--- src/rtl/mem_access_ctrl.sv ---
// Single-request initiator for the external single-port memory: accept, hold enables
// for WAIT_CYCLES, return a one-cycle response. Define MEMCTRL_STATS_EN for rd/wr counters.
module mem_access_ctrl #(
    parameter int MEM_WIDTH   = 32,
    parameter int MEM_SIZE    = 256,
    parameter int WAIT_CYCLES = 2
) (
    input  logic                        clk,
    input  logic                        reset,
    input  logic                        req_valid,
    output logic                        req_ready,
    input  logic                        req_write,
    input  logic [$clog2(MEM_SIZE)-1:0] req_addr,
    input  logic [MEM_WIDTH-1:0]        req_wdata,
    output logic                        resp_valid,
    output logic [MEM_WIDTH-1:0]        resp_rdata,
    output logic                        busy,
    output logic [$clog2(MEM_SIZE)-1:0] mem_addr,
    output logic                        mem_read_en,
    output logic                        mem_write_en,
    input  logic [MEM_WIDTH-1:0]        mem_read_val,
    output logic [MEM_WIDTH-1:0]        mem_write_val
`ifdef MEMCTRL_STATS_EN
    ,
    output logic [15:0]                 rd_count,
    output logic [15:0]                 wr_count
`endif
);

    localparam int ADDR_W   = $clog2(MEM_SIZE);
    localparam int EFF_WAIT = (WAIT_CYCLES < 1) ? 1 : WAIT_CYCLES;
    localparam int CNT_W    = (EFF_WAIT > 1) ? $clog2(EFF_WAIT) : 1;
    localparam logic [CNT_W-1:0] CNT_LOAD = CNT_W'(EFF_WAIT - 1);

    typedef enum logic [1:0] {
        S_IDLE,
        S_ACCESS,
        S_RESP
    } state_t;

    state_t                 state_q, state_d;
    logic [CNT_W-1:0]       cnt_q, cnt_d;
    logic [ADDR_W-1:0]      addr_q, addr_d;
    logic [MEM_WIDTH-1:0]   wdata_q, wdata_d;
    logic                   rd_en_q, rd_en_d;
    logic                   wr_en_q, wr_en_d;
    logic                   resp_valid_q, resp_valid_d;
    logic [MEM_WIDTH-1:0]   rdata_q, rdata_d;
`ifdef MEMCTRL_STATS_EN
    logic [15:0]            rd_cnt_q, rd_cnt_d;
    logic [15:0]            wr_cnt_q, wr_cnt_d;
`endif

    always_comb begin
        // NOTE: every _d gets a default before the case so no path leaves it unassigned (no latches).
        state_d      = state_q;
        cnt_d        = cnt_q;
        addr_d       = addr_q;
        wdata_d      = wdata_q;
        rd_en_d      = rd_en_q;
        wr_en_d      = wr_en_q;
        resp_valid_d = 1'b0;
        rdata_d      = rdata_q;
`ifdef MEMCTRL_STATS_EN
        rd_cnt_d     = rd_cnt_q;
        wr_cnt_d     = wr_cnt_q;
`endif

        unique case (state_q)
            S_IDLE: begin
                if (req_valid) begin
                    addr_d  = req_addr;
                    wdata_d = req_wdata;
                    rd_en_d = !req_write;
                    wr_en_d = req_write;
                    cnt_d   = CNT_LOAD;
                    state_d = S_ACCESS;
                end
            end
            S_ACCESS: begin
                if (cnt_q == '0) begin
                    // Read data is sampled on the last enabled edge, while address is still driven.
                    if (rd_en_q) begin
                        rdata_d = mem_read_val;
                    end
`ifdef MEMCTRL_STATS_EN
                    if (rd_en_q && rd_cnt_q != 16'hFFFF) begin
                        rd_cnt_d = rd_cnt_q + 16'd1;
                    end
                    if (wr_en_q && wr_cnt_q != 16'hFFFF) begin
                        wr_cnt_d = wr_cnt_q + 16'd1;
                    end
`endif
                    rd_en_d      = 1'b0;
                    wr_en_d      = 1'b0;
                    resp_valid_d = 1'b1;
                    state_d      = S_RESP;
                end else begin
                    cnt_d = cnt_q - CNT_W'(1);
                end
            end
            S_RESP: begin
                state_d = S_IDLE;
            end
            default: begin
                state_d = S_IDLE;
            end
        endcase
    end

    // NOTE: state registers use non-blocking assignments so every flop samples pre-edge values.
    always_ff @(posedge clk or posedge reset) begin
        if (reset) begin
            state_q      <= S_IDLE;
            cnt_q        <= '0;
            addr_q       <= '0;
            wdata_q      <= '0;
            rd_en_q      <= 1'b0;
            wr_en_q      <= 1'b0;
            resp_valid_q <= 1'b0;
            rdata_q      <= '0;
`ifdef MEMCTRL_STATS_EN
            rd_cnt_q     <= '0;
            wr_cnt_q     <= '0;
`endif
        end else begin
            state_q      <= state_d;
            cnt_q        <= cnt_d;
            addr_q       <= addr_d;
            wdata_q      <= wdata_d;
            rd_en_q      <= rd_en_d;
            wr_en_q      <= wr_en_d;
            resp_valid_q <= resp_valid_d;
            rdata_q      <= rdata_d;
`ifdef MEMCTRL_STATS_EN
            rd_cnt_q     <= rd_cnt_d;
            wr_cnt_q     <= wr_cnt_d;
`endif
        end
    end

    assign req_ready     = (state_q == S_IDLE);
    assign busy          = (state_q != S_IDLE);
    assign resp_valid    = resp_valid_q;
    assign resp_rdata    = rdata_q;
    assign mem_addr      = addr_q;
    assign mem_read_en   = rd_en_q;
    assign mem_write_en  = wr_en_q;
    assign mem_write_val = wdata_q;
`ifdef MEMCTRL_STATS_EN
    assign rd_count      = rd_cnt_q;
    assign wr_count      = wr_cnt_q;
`endif

endmodule
--- config.mk ---
export PLATFORM = sky130hd
export DESIGN_NAME = mem_access_ctrl
export DESIGN_NICKNAME = d
export VERILOG_FILES = /design/src/rtl/mem_access_ctrl.sv
export SDC_FILE = /design/constraint.sdc
export NUM_CORES = 1
export LEC_CHECK = 0
export BUFFER_PORTS_ARGS = -buffer_cell sky130_fd_sc_hd__buf_2
export CORE_MARGIN = 5
export CORE_UTILIZATION = 46
export DETAILED_ROUTE_END_ITERATION = 6
export PLACE_DENSITY_LB_ADDON = 0.08
export SYNTH_ARGS = -nofsm -noshare
export SYNTH_HDL_FRONTEND = slang
export SYNTH_SLANG_ARGS = --single-unit
--- constraint.sdc ---
create_clock -name clk -period 3.56 [get_ports clk]
set_input_delay 0.712 -clock clk [delete_from_list [all_inputs] [get_ports clk]]
set_output_delay 0.712 -clock clk [all_outputs]
set_load 0.01 [all_outputs]
==> key figures <==
Layout
  • Most frequent cells in the layout: 152 x buf_2, 78 x dfrtp_1, 39 x mux2_2, 30 x mux2_4, 9 x clkbuf_8
  • Final net count: roughly 410
  • Post-Layout Cell Count: 420
  • Most common cell after layout, fill and taps aside: buf_2
  • Syn-to-layout area delta: 33.19%
  • Final core occ: between 60% and 70%
  • Share of layout cells above drive strength 1: between 70% and 80%
  • Ant. Diodes: 0
  • # fillers: roughly 540

Floorplanning
  • Die Wd: slightly above 90 um
  • Initial Util: between 40% and 50%
  • # IOs: around 150
  • Number of placement rows: 30
  • Die area: approximately 8500 um^2
  • Die Span Y: approximately 90 um
  • Core footprint: between 6000 and 7000 um^2

Placed design
  • DP Wirelength: about 4800 um
  • GPL Wtd Cong: around 0.73
  • Placed insts: between 400 and 500
  • PortBufs: 152
  • DP Worst Slack: ~1.4 ns

Synthesis
  • Ranking of synthesized cells by area: dfrtp_1 63%, mux2_4 14%, mux2_2 14%, buf_12 1.9%, buf_4 1.2%
  • Syn_nets: 255
  • Synth Instances: around 180
  • Avg Inst Size Synth: 17.44 um^2
  • Synth Warn #: 0
  • Sequential fraction of the synthesis area: between 60% and 70%
  • Mapped cell area: approximately 3100 um^2
  • Yosys top cell by area: dfrtp_1
  • Netlist cell types: 18
  • Synthesized flop and latch total: between 70 and 80
  • Share of the synthesized area in the top cell type: 62.53%

STA
  • Final setup viols: 0
  • RSZ-0062 raised after global routing: false
  • Final Hold Viols: 0
  • Final WS setup: ~1.6 ns
  • Final min period: 1.932 ns
  • Slew @ Worst Pin: roughly 1.1 ns
  • Fmax: between 0.5 and 0.6 GHz
  • Normalized max-slew margin: just under 30%
  • Worst clock skew: between 0.009 and 0.01 ns
  • Fin crit share: between 50 and 60%
  • Slew Viols, Final: 0
  • Setup_tns: 0 ns

Power
  • Maximum VDD drop: 0.0004633 V
  • Total Power: 0.003951 W
  • Leakage: between 2 and 2.5 nW
  • Power Density: roughly 950 nW/um^2

Min path
  • Min-delay worst type: reg2reg
  • Sink of the worst hold path: mem_write_val[21]
  • Hold depth: 1
  • Hold path start: mem_write_val[21]

Detailed routing
  • Met1 wire length: ~2700 um
  • Vias: between 2000 and 2500
  • Number of routed nets with antenna violations: 0
  • Routed wire length: 6493 um
  • Met2 wire len: 3141 um
  • # DRC: 0
  • DRT Pass-1 Iters: 3
  • Top routing layer used: met4
  • Met3 WL: around 580 um
  • Initial drt markers: 41
  • DR vias/cell: ~4.8
  • WL/cell: ~15 um

Clock tree
  • CTS H-tree depth: 3
  • Post_cts resized: 0
  • Root Driver: clkbuf_8
  • Clk Latency, worst-skew pair: roughly 0.35 ns
  • Worst-path clk slew: ~0.080 ns
  • CTS buffer count: 9
  • TritonCTS Sinks: 78
  • Setup Buffers After CTS: 0
  • CTS Hold Bufs: 0
  • CTS tree: built
  • Longest Clk Path Bufs: 2

Global routing
  • First-pass GRT wire length: roughly 10000 um
  • Total track usage: between 10% and 20%
  • Total grt overflow: 0
  • Pin count of the biggest net entering global routing: 65
  • Vias in the first global route: a little over 2000
  • Antenna violations before repair: 0

Critical path
  • R2R depth: 3
  • FF-to-FF Start: state_q[0]
  • WP data required: between 2 and 3 ns
  • CP max FO: 12
  • Setup crit end kind: output port
  • Flop2flop setup slack: ~1.7 ns
  • Worst Setup Path Type: reg2out
  • Critical Path Source Type: flop
  • Critical path data arrival time: 1.22 ns
  • R2r endpoint: resp_rdata[2]

Outcome
  • Outcome: finished clean

Flow run
  • Total of max-cap violations: 0
## layout make-up
type | count | area (um^2) | share of cell area (%)
Clock buffer | 12 | 135.1 | 3.250
Clock inverter | 4 | 95.09 | 2.287
Inverter | 3 | 12.51 | 0.3009
Multi-Input combinational cell | 88 | 1067 | 25.67
Sequential cell | 78 | 1952 | 46.95
Tap cell | 80 | 100.1 | 2.407
Timing Repair Buffer | 155 | 795.8 | 19.14
## kinds of logic after synthesis
group | count (synthesis) | share of synthesized area [%]
DFF | 78 | 62.52
muxes | 73 | 29.90
buffers and inverters | 13 | 3.968
and+or+nand+nor | 11 | 2.445
AOI/OAI and AO/OA | 4 | 1.162
## layer usage
| metal | vias up | track usage (%) |
|---|---|---|
| met2 | 85 | 24.47 |
| li1 | 938 | - |
| met3 | 10 | 6.336 |
| met5 | - | 0 |
| met1 | 981 | 19.15 |
| met4 | 0 | 7.054 |
## critical path, cell delays in order (launching register included)
cell	delay, ns
dfrtp_1	0.52
nor2_1	0.17
inv_1	0.05
buf_2	0.13
## report_power, final
part	switching (W)	total (W)	internal, W
Combinational	0.000675	0.00159	0.000912
Clock	0.000304	0.000769	0.000466
Sequential	0.000259	0.00159	0.00134
## stage by stage
stage,hold WS [ns],instance area (um^2)
floorplan,0.4885,3122
global placement,0.4642,3928
detailed placement,0.4692,3928
CTS,0.4858,4158
global route,0.4950,4158
finish,0.4847,4158
## worst max path at each step
stage	from	to	slack, ns	cells past startpoint
after global placement	req_valid	mem_write_val[11]	1.39	4
final	state_q[0]	busy	1.63	3
after global routing	state_q[1]	busy	1.53	3
after floorplan	reset	cnt_q	0.85	1
after detailed placement	req_valid	mem_write_val[23]	1.39	4
after CTS	state_q[0]	busy	1.61	3
## sequential cells by signal, indices dropped and copies added (netlist names)
name and cells:
resp_rdata 32, resp_valid 1, mem_write_en 1, state_q 2, cnt_q 1, mem_addr 8, mem_write_val 32, mem_read_en 1
## cells in the mapped netlist
cell type and instances:
buf_6 1, mux2i_1 1, mux2_2 39, inv_1 3
nor2b_1 2, nor4bb_1 1, a2bb2oi_1 1, buf_12 3
dfrtp_1 78, mux2_4 30, mux2_1 3, a21o_1 1
nor3b_2 1, nor2_1 3, nor3b_1 4, a221o_1 2
buf_4 5, clkbuf_1 1
No activity file was read; power rests on OpenSTA's default activity.
